===== config.mk =====
export PLATFORM = sky130hd
export DESIGN_NAME = sized_fifo
export DESIGN_NICKNAME = d
export VERILOG_FILES = /design/src/rtl/fifo_pkg.sv /design/src/rtl/sized_fifo_mem.sv /design/src/rtl/sized_fifo.sv
export SDC_FILE = /design/constraint.sdc
export NUM_CORES = 1
export LEC_CHECK = 0
export ABC_CLOCK_PERIOD_IN_PS = 5700
export BUFFER_PORTS_ARGS = -buffer_cell sky130_fd_sc_hd__buf_2
export CAP_MARGIN = 10
export CORE_MARGIN = 5
export CORE_UTILIZATION = 32
export DETAILED_ROUTE_END_ITERATION = 8
export SYNTH_ARGS = -nofsm -noshare
export SYNTH_HDL_FRONTEND = slang
export SYNTH_SLANG_ARGS = --single-unit

===== constraint.sdc =====
create_clock -name CLK -period 5.7 [get_ports CLK]
set_input_delay 0 -clock CLK [delete_from_list [all_inputs] [get_ports CLK]]
set_output_delay 0 -clock CLK [all_outputs]
set_load 0.02 [all_outputs]

===== src/rtl/fifo_pkg.sv =====
// Shared sizing helpers for the multi-entry FIFOs: clog2 plus pointer and count widths.
package fifo_pkg;

    localparam int MIN_DEPTH = 2;
    localparam int MAX_DEPTH = 256;

    // Accepted operations for one cycle, after full/empty gating has been applied
    typedef struct packed {
        logic enq;
        logic deq;
    } fifo_op_t;

    function automatic int clog2(input int value);
        int result;
        int remaining;
        result    = 0;
        remaining = value - 1;
        while (remaining > 0) begin
            result++;
            remaining = remaining >> 1;
        end
        return result;
    endfunction

    function automatic int ptr_width(input int depth);
        return (clog2(depth) < 1) ? 1 : clog2(depth);
    endfunction

    // The count must be able to hold the value depth itself, hence depth+1
    function automatic int cnt_width(input int depth);
        return clog2(depth + 1);
    endfunction

endpackage


===== src/rtl/sized_fifo_mem.sv =====
// Storage array for sized_fifo: one synchronous write port and one asynchronous read port.
module sized_fifo_mem #(
    parameter int width      = 0,
    parameter int depth      = 4,
    parameter int addr_width = 2
) (
    input  logic                  CLK,
    input  logic                  wr_en,
    input  logic [addr_width-1:0] wr_addr,
    input  logic [width:0]        wr_data,
    input  logic [addr_width-1:0] rd_addr,
    output logic [width:0]        rd_data
);

    logic [width:0] mem_array [depth];

    // Contents are deliberately not reset; count alone decides what is valid
    always_ff @(posedge CLK) begin
        if (wr_en) begin
            mem_array[wr_addr] <= wr_data;
        end
    end

    assign rd_data = mem_array[rd_addr];

endmodule


===== src/rtl/sized_fifo.sv =====
// Registered-only circular FIFO with a round-based consumed flag.
// Define SIZED_FIFO_OCCUPANCY_EN to expose the registered occupancy on COUNT.
module sized_fifo
    import fifo_pkg::*;
#(
    parameter int width = 0,
    parameter int depth = 4
) (
    input  logic         CLK,
    input  logic         RST,
    input  logic         ENQ,
    input  logic [width:0] ENQ_VALUE,
    output logic         NOT_FULL,
    output logic         CONSUMED_BEFORE,
    input  logic         RESET,
    output logic         CONSUMED,
    output logic         NOT_EMPTY,
    output logic [width:0] DEQ_VALUE,
    input  logic         DEQ
`ifdef SIZED_FIFO_OCCUPANCY_EN
    ,
    output logic [cnt_width(depth)-1:0] COUNT
`endif
);

    localparam int PTR_W = ptr_width(depth);
    localparam int CNT_W = cnt_width(depth);
    localparam logic [PTR_W-1:0] LAST_PTR   = PTR_W'(depth - 1);
    localparam logic [CNT_W-1:0] FULL_COUNT = CNT_W'(depth);

    fifo_op_t         acc;
    logic [PTR_W-1:0] wr_ptr;
    logic [PTR_W-1:0] rd_ptr;
    logic [CNT_W-1:0] count;
    logic             consumed;

    // Explicit wrap so non-power-of-2 depths never index past the last entry
    function automatic logic [PTR_W-1:0] next_ptr(input logic [PTR_W-1:0] ptr);
        return (ptr == LAST_PTR) ? '0 : ptr + 1'b1;
    endfunction

    assign NOT_FULL  = (count != FULL_COUNT);
    assign NOT_EMPTY = (count != '0);

    // RST gating keeps CONSUMED and the memory quiet while reset is held
    always_comb begin
        acc     = '0;
        acc.enq = ENQ && NOT_FULL && !RST;
        acc.deq = DEQ && NOT_EMPTY && !RST;
    end

    always_ff @(posedge CLK or posedge RST) begin
        if (RST) begin
            wr_ptr <= '0;
            rd_ptr <= '0;
            count  <= '0;
        end else begin
            if (acc.enq) begin
                wr_ptr <= next_ptr(wr_ptr);
            end
            if (acc.deq) begin
                rd_ptr <= next_ptr(rd_ptr);
            end
            case ({acc.enq, acc.deq})
                2'b10:   count <= count + 1'b1;
                2'b01:   count <= count - 1'b1;
                default: count <= count;
            endcase
        end
    end

    // RESET is the round strobe and outranks a same-cycle enqueue
    always_ff @(posedge CLK or posedge RST) begin
        if (RST) begin
            consumed <= 1'b0;
        end else if (RESET) begin
            consumed <= 1'b0;
        end else if (acc.enq) begin
            consumed <= 1'b1;
        end
    end

    assign CONSUMED_BEFORE = consumed;
    assign CONSUMED        = acc.enq || consumed;

    sized_fifo_mem #(
        .width      (width),
        .depth      (depth),
        .addr_width (PTR_W)
    ) u_mem (
        .CLK     (CLK),
        .wr_en   (acc.enq),
        .wr_addr (wr_ptr),
        .wr_data (ENQ_VALUE),
        .rd_addr (rd_ptr),
        .rd_data (DEQ_VALUE)
    );

`ifdef SIZED_FIFO_OCCUPANCY_EN
    assign COUNT = count;
`endif

endmodule


==> results of run 1 <==
-- worst register-to-register path, stage by stage, from the launching register on --
cell and delay [ns]:
dfrtp_1 0.41, or3b_1 0.40, and3_1 0.30, inv_1 0.10, ha_1 0.19, inv_1 0.07, fa_1 0.39, xor2_1 0.16
nor2_1 0.11, xor2_1 0.14
-- cell type report --
type,count,area (um^2)
clock buffer,3,22.5
clock inverter,1,3.75
fill,191,1170
inverter,7,26.3
multi-input combinational,29,287
sequential,12,320
tap,27,33.8
timing repair buffer,13,80.1
-- logic make-up after synthesis --
kind of cell               after synthesis  share of synthesized area
xor gates and xnor gates                 3                     0.0408
DFF                                     12                      0.497
buffers and inverters                    8                     0.0583
adders and majority gates                7                      0.148
and+or+nand+nor                         12                      0.109
AOI/OAI and AO/OA                        1                     0.0155
muxes                                    6                      0.132
-- per-layer routing --
metal	routed length, um	vias up
li1	-	193
met1	422	178
met2	465	6
met3	43	2
met4	9	0
met5	0	-
-- sequential cells by signal, indices dropped and copies added (netlist names) --
| name | cells |
|---|---|
| u_mem.mem_array | 4 |
| count | 3 |
| rd_ptr | 2 |
| wr_ptr | 2 |
| CONSUMED_BEFORE | 1 |
-- metrics by stage --
stage / cell area, um^2 / std cells / hold WS, ns
after floorplan: 644 / 49 / -0.174
after global placement: 717 / 85 / -0.0237
after detailed placement: 717 / 85 / -0.0243
after CTS: 773 / 92 / 0.219
after global routing: 773 / 92 / 0.251
final: 773 / 92 / 0.223
-- cell usage after synthesis --
library cell / number / area share
and3_1: 2 / 0.019
and2_1: 4 / 0.039
or3_1: 1 / 0.0097
mux2_2: 2 / 0.035
edfxtp_1: 4 / 0.19
buf_6: 1 / 0.017
or3b_1: 1 / 0.014
dfrtp_1: 8 / 0.31
mux2_4: 2 / 0.047
xor2_1: 2 / 0.027
xnor2_1: 1 / 0.014
mux2i_1: 1 / 0.016
nor2_1: 3 / 0.017
o21ba_2: 1 / 0.016
ha_1: 6 / 0.12
or2_2: 1 / 0.0097
mux4_2: 1 / 0.035
fa_1: 1 / 0.031
inv_1: 7 / 0.041
-- power breakdown --
group	switching, uW	internal [uW]
combinational	67.8	74.5
sequential	26.3	120
clock	26.1	25.2
-- worst max path at each step --
stage	to	start	slack, ns
detailed placement	count[2]	count[0]	3.38
floorplan	count[2]	count[0]	3.39
finish	count[2]	count[0]	3.37
global placement	count[2]	count[0]	3.43
global route	count[2]	count[0]	3.19
CTS	count[2]	count[0]	3.34
==> results.yml, run 1 <==
run_status:
  status: "finished clean"
worst_setup_path:
  crit_cells: 9
  reg2reg_from: "count[0]"
  critPathTopFamily: "simple AND/OR/NAND/NOR gates"
  crit_type: "register to register"
  slowest_stage: "dfrtp_1"
  ff2ff_path_depth: 9
  r2r_slack_ns: 3.37
  critPathBufInv: 2
  crit_path_max_fanout: 9
  arrival_ns: 2.53
  worstPathRequired_ns: 5.89
  critPathLaunchType: "register"
  crit_chain: "or3b_1 -> and3_1 -> inv_1 -> ha_1 -> inv_1 -> fa_1 -> xor2_1 -> nor2_1 -> xor2_1"
  cp-end-kind: "register"
  worst_path_largest_cell_delay_ns: 0.41
  worstReg2RegEnd: "count[2]"
detailed_routing:
  antenna_left: 0
  route.vias.total: 379
  wirelength_um: 940
  drcViolationCount: 0
  wl_per_cell_um: 10.2
  vias_per_cell: 4.12
  drt_first_pass_iters: 1
  drtIter0Drc: 0
pwr:
  peakVddDrop_mv: 0.200
  power_density_nw_per_um2: 439
  total_power_uw: 340
  total_leakage_power_uw: 0.000369
min_path:
  hold_end: "rd_ptr[0]"
  hold_class: "input pin to register"
  hold_depth: 3
  hold_start: "DEQ"
grt:
  grt_max_degree: 11
  grt_remaining_overflow: 0
  grt-busiest-layer: "met2"
  antenna_found_initial: 0
  grt_pass1_vias: 409
  met1_usage: 0.0897
  use_met3: 0.0272
  grtUsageTotal: 0.0821
  grt_pass1_wl_um: 1710
  grtUsageMet2: 0.136
cells_and_area:
  final_common_cell: "buf_2"
  layout-drive-gt1-share: 0.308
  diodes: 0
  final_nets: 79
  layout_common_cells: "10 x buf_2, 8 x dfrtp_1, 7 x inv_1"
  fin_util: 0.398
  area_delta_synth_final_pct: 20.0
placement:
  place_ws_ns: 3.38
  portBuffers: 10
  dpl.hpwl_um: 736
  gp_congestion: 0.672
clock_network:
  path_clk_slew_ns: 0.07
  clock-root-buffer: "clkbuf_4"
  ctsHoldBuffers: 3
  cts_sinks: 12
  h-tree-depth: 1
  clockBufferDepth: 2
  post_cts_buffers: 0
  cts_repair_resize_count: 0
  cts_buffers: 3
  insertion_delay_ns: 0.26
  cts_tree: "built"
sta:
  fmax_ghz: 0.428
  fin_setup_tns_ns: 0
  final_max_slew_viol_count: 0
  rsz0062_at_grt: "no"
  hold_violations: 0
  tightest_slew_ns: 0.359
  period_minus_slack_ns: 2.33
  relSlewSlack: 0.761
  setup_viol: 0
  clock_skew_ns: 0.000661
  fin_ws_ns: 3.37
  finalCritPeriodShare: 0.410
synth:
  syn_inst: 49
  ys_seq_area_frac: 0.497
  synth_seq_cells: 12
  ys_types: 19
  yosys_warnings: 0
  synth_area_per_cell_um2: 13.2
  syn_nets: 62
  synthesis.area_um2: 644
run:
  maxCapViolCount: 0
floorplanning:
  ios: 11
  die-area_um2: 3010
  start_util: 0.332
  die-width_um: 54.9
  die_y_um: 54.9
  rows: 16
  core-area_um2: 1940
Power figures use the tool's default switching activity.
==> run 2, diff against run 1 <==
- ABC_CLOCK_PERIOD_IN_PS: 5700 -> 2180
- clock period: 5.7 -> 2.18 ns (I/O delays scaled with it)
==> run 2 against run 1 <==
Core utilization rose by 2.6 points. Combinational power grew to 3.1 times the previous value. Global-route usage barely moved. Via count increased by 5.0%. Register-to-register slack lost 3.3 ns. Largest cell class unchanged.
==> results.yml, run 2 (same netlist as run 1, synthesis figures left out) <==
run_status:
  status: "finished clean"
grt:
  grt_pass1_vias: 379
  grt_remaining_overflow: 0
  antenna_found_initial: 0
  grt_max_degree: 9
  grtUsageTotal: 0.0816
  grt_pass1_wl_um: 1660
floorplanning:
  die_y_um: 54.9
  start_util: 0.332
  die-width_um: 54.9
  rows: 16
  die-area_um2: 3010
  ios: 11
  core-area_um2: 1940
sta:
  clock_skew_ns: 0.00107
  fin_ws_ns: 0.112
  period_minus_slack_ns: 2.07
  fmax_ghz: 0.484
  tightest_slew_ns: 0.191
  hold_violations: 0
  final_max_slew_viol_count: 0
  fin_setup_tns_ns: 0
  setup_viol: 0
  relSlewSlack: 0.872
  rsz0062_at_grt: "no"
  finalCritPeriodShare: 0.949
min_path:
  hold_class: "input pin to asynchronous set/reset pin"
detailed_routing:
  antenna_left: 0
  drtIter0Drc: 2
  route.vias.total: 398
  wirelength_um: 991
  drt_first_pass_iters: 4
  wl_per_cell_um: 10.2
  vias_per_cell: 4.10
  drcViolationCount: 0
  met2_length_um: 433
  wl_met3_um: 53
  dr.max_layer_used: "met4"
  m1WireLength_um: 492
clock_network:
  cts_sinks: 12
  clockBufferDepth: 2
  h-tree-depth: 1
  cts_buffers: 3
  insertion_delay_ns: 0.27
  clock-root-buffer: "clkbuf_4"
  cts_tree: "built"
  path_clk_slew_ns: 0.07
placement:
  place_ws_ns: 0.108
  gp_congestion: 0.670
  portBuffers: 10
cells_and_area:
  layout-drive-gt1-share: 0.429
  largest_register_ffs: 4
  fill_cells: 202
  fin_util: 0.424
  diodes: 0
  final_nets: 84
  final_common_cell: "buf_2"
  layout_common_cells: "10 x buf_2, 8 x dfrtp_1, 6 x inv_1"
  reg_top3: "u_mem.mem_array (4), count (3)"
  top_register: "u_mem.mem_array"
  area_delta_synth_final_pct: 27.8
worst_setup_path:
  crit_chain: "or3b_4 -> and3_4 -> inv_1 -> ha_2 -> inv_2 -> fa_2 -> xor2_1 -> nor2_1 -> xor2_1"
  arrival_ns: 2.26
  crit_path_max_fanout: 4
  worst_path_largest_cell_delay_ns: 0.41
  crit_type: "register to register"
  crit_path_frequent_cell: "xor2_1"
  cp-end-kind: "register"
  critPathBufInv: 2
  slowest_stage: "dfrtp_1"
  worstPathRequired_ns: 2.37
  critPathTopFamily: "simple AND/OR/NAND/NOR gates"
  critPathLaunchType: "register"
pwr:
  total_leakage_power_uw: 0.000391
  peakVddDrop_mv: 0.575
  power_density_nw_per_um2: 1170
run:
  maxCapViolCount: 0
==> run 2: cell type report <==
class                   count  area, um^2  share of cell area
inverters                   7        26.3              0.0319
multi-input cells          29         299               0.363
flip-flops and latches     12         320               0.389
well taps                  27        33.8              0.0410
clock inverters             1        3.75             0.00456
clock buffers               3        22.5              0.0274
repair buffers             18         118               0.143
==> run 2: final timing paths <==
| path | from | end | slack (ns) | cells past startpoint |
|---|---|---|---|---|
| min reg2reg | count[2] | count[2] | 0.51 | 1 |
| max reg2reg | count[0] | count[2] | 0.11 | 9 |
| min | RST | count[0] | 0.16 | 3 |
| max | count[0] | count[2] | 0.11 | 9 |
| max in group asynchronous | RST | rd_ptr[1] | 1.70 | 4 |
| min in group CLK | DEQ | rd_ptr[0] | 0.21 | 3 |
==> run 2: metal layers <==
metal  up-vias  track usage
met5         -            0
li1        203            -
met3         2       0.0300
met4         0       0.0498
met1       186        0.115
met2         7        0.102
==> run 2: timing repair <==
item / CTS / global route
hold buffers: 3 / 0
endpoints found under the setup margin: 0 / 1
hold endpoints to repair: 13 / 0
setup buffers: 0 / 3
gates resized for setup: 0 / 1
==> run 2: metrics by stage <==
stage / cell area [um^2] / power, uW / hold slack [ns] / cells
after floorplan: 657 / 689 / -0.171 / 49
after global placement: 744 / 774 / -0.0907 / 87
after detailed placement: 744 / 787 / -0.0993 / 87
after CTS: 801 / 940 / 0.148 / 94
after global routing: 823 / 1050 / 0.203 / 97
final: 823 / 964 / 0.159 / 97
==> run 2: worst min-delay path, cell delays in order <==
cell           delay [ns]
dlygate4sd3_1        0.53
buf_2                0.11
inv_1                0.15
==> run 2: power breakdown <==
group	leakage, uW	switching [uW]	internal [uW]
clock	0.0000154	72.1	66.2
sequential	0.000132	72.1	313
combinational	0.000244	195	245
==> run 3, diff against run 2 <==
- ABC_CLOCK_PERIOD_IN_PS: 2180 -> 2700
- REMOVE_ABC_BUFFERS: unset -> 1
- clock period: 2.18 -> 2.7 ns (I/O delays scaled with it)
==> run 3 against run 2 <==
Non-clock buffer count fell by 5. Combinational power fell by 31%. Clock power fell by 17%. Wire length fell by 5.5%. Clock skew rose by 0.0027 ns. Hold slack improved by 0.045 ns.
==> results.yml, run 3 (same netlist as run 1, synthesis figures left out) <==
detailed_routing:
  antenna_left: 0
  drcViolationCount: 0
  wl_per_cell_um: 10.2
  drt_first_pass_iters: 1
  route.vias.total: 380
  vias_per_cell: 4.13
  wirelength_um: 936
  drtIter0Drc: 0
cells_and_area:
  multi_input_area_um2: 287
  area_delta_synth_final_pct: 20.0
  seq_area_um2: 320
  reg_top3: "u_mem.mem_array (4), count (3)"
  final_common_cell: "buf_2"
  layout-drive-gt1-share: 0.308
  layout_common_cells: "10 x buf_2, 8 x dfrtp_1, 7 x inv_1"
  top_register: "u_mem.mem_array"
  fin_area_um2: 773
  largest_register_ffs: 4
  fill_cells: 208
  diodes: 0
  final_nets: 79
  fin_util: 0.398
worst_setup_path:
  worst_path_largest_cell_delay_ns: 0.41
  cp-end-kind: "register"
  worstPathRequired_ns: 2.89
  crit_type: "register to register"
  arrival_ns: 2.50
  crit_chain: "or3b_1 -> and3_1 -> inv_1 -> ha_1 -> inv_1 -> fa_1 -> xor2_1 -> nor2_1 -> xor2_1"
  crit_path_max_fanout: 9
  critPathLaunchType: "register"
  r2r_slack_ns: 0.39
  slowest_stage: "dfrtp_1"
sta:
  period_minus_slack_ns: 2.31
  tightest_slew_ns: 0.354
  relSlewSlack: 0.764
  hold_violations: 0
  final_max_slew_viol_count: 0
  fin_ws_ns: 0.393
  rsz0062_at_grt: "no"
  finalCritPeriodShare: 0.854
  fin_setup_tns_ns: 0
  setup_viol: 0
  fmax_ghz: 0.433
  clock_skew_ns: 0.00376
placement:
  placed_area_um2: 717
  dpl.hpwl_um: 724
  portBuffers: 10
  gp_congestion: 0.654
  place_ws_ns: 0.397
floorplanning:
  ios: 11
  die-width_um: 54.9
  die_y_um: 54.9
  die-area_um2: 3010
  core-area_um2: 1940
  start_util: 0.332
  rows: 16
clock_network:
  post_cts_buffers: 0
  h-tree-depth: 1
  clockBufferDepth: 2
  path_clk_slew_ns: 0.07
  insertion_delay_ns: 0.27
  cts_sinks: 12
  cts_tree: "built"
  cts_buffers: 3
  clock-root-buffer: "clkbuf_4"
pwr:
  peakVddDrop_mv: 0.474
  power_density_nw_per_um2: 936
  total_leakage_power_uw: 0.000368
  total_power_uw: 724
grt:
  grt_pass1_vias: 385
  grt_pass1_wl_um: 1640
  antenna_found_initial: 0
  grtUsageTotal: 0.0795
  grt_max_degree: 11
  grt_remaining_overflow: 0
min_path:
  hold_class: "input pin to register"
run:
  maxCapViolCount: 0
run_status:
  status: "finished clean"
==> run 3: critical path: cells and delay by family (launching register included) <==
family                     cells  cell delay (ns)
DFF                            1             0.41
and+or+nand+nor                3             0.81
buffers and inverters          2             0.15
adders and majority gates      2             0.55
xor gates and xnor gates       2             0.31
==> run 3: layout make-up <==
cell class | count | area share
inverters | 7 | 0.0340
clock buffers | 4 | 0.0340
well taps | 27 | 0.0437
flip-flops and latches | 12 | 0.414
repair buffers | 13 | 0.104
multi-input cells | 29 | 0.371
==> run 3: report_power, final <==
part           switching [uW]  total, uW  leakage [uW]  internal (uW)
Sequential               54.7        308      0.000132            253
Clock                    57.3        114     0.0000150           57.1
Combinational             145        302      0.000221            157
Total                     257        724      0.000368            467
==> run 3: timing repair <==
| action | CTS | global route |
|---|---|---|
| endpoints found under the hold margin | 13 | 0 |
| hold buffers | 3 | 0 |
| gates resized for setup | 0 | 0 |
==> run 3: stage by stage <==
step,cells,hold slack [ns]
detailed placement,85,-0.0208
finish,92,0.204
CTS,92,0.210
floorplan,48,-0.174
global placement,85,-0.0242
global route,92,0.229
==> run 3: routing by layer <==
metal  wire length (um)  vias up  share of wire  track usage
met1                439      180           0.47        0.102
li1                   -      194              -            -
met4                  0        0              0       0.0622
met3                 34        0          0.036       0.0163
met5                  0        -              0            0
met2                462        6           0.49        0.114
==> run 3: final timing paths <==
check / startpoint / end / depth (start not counted)
hold reg to reg: count[2] / count[2] / 1
min in group asynchronous: RST / wr_ptr[1] / 3
setup / recovery: count[0] / count[2] / 9
hold / removal: DEQ / rd_ptr[1] / 3
setup reg to reg: count[0] / count[2] / 9
max in group asynchronous: RST / rd_ptr[0] / 3
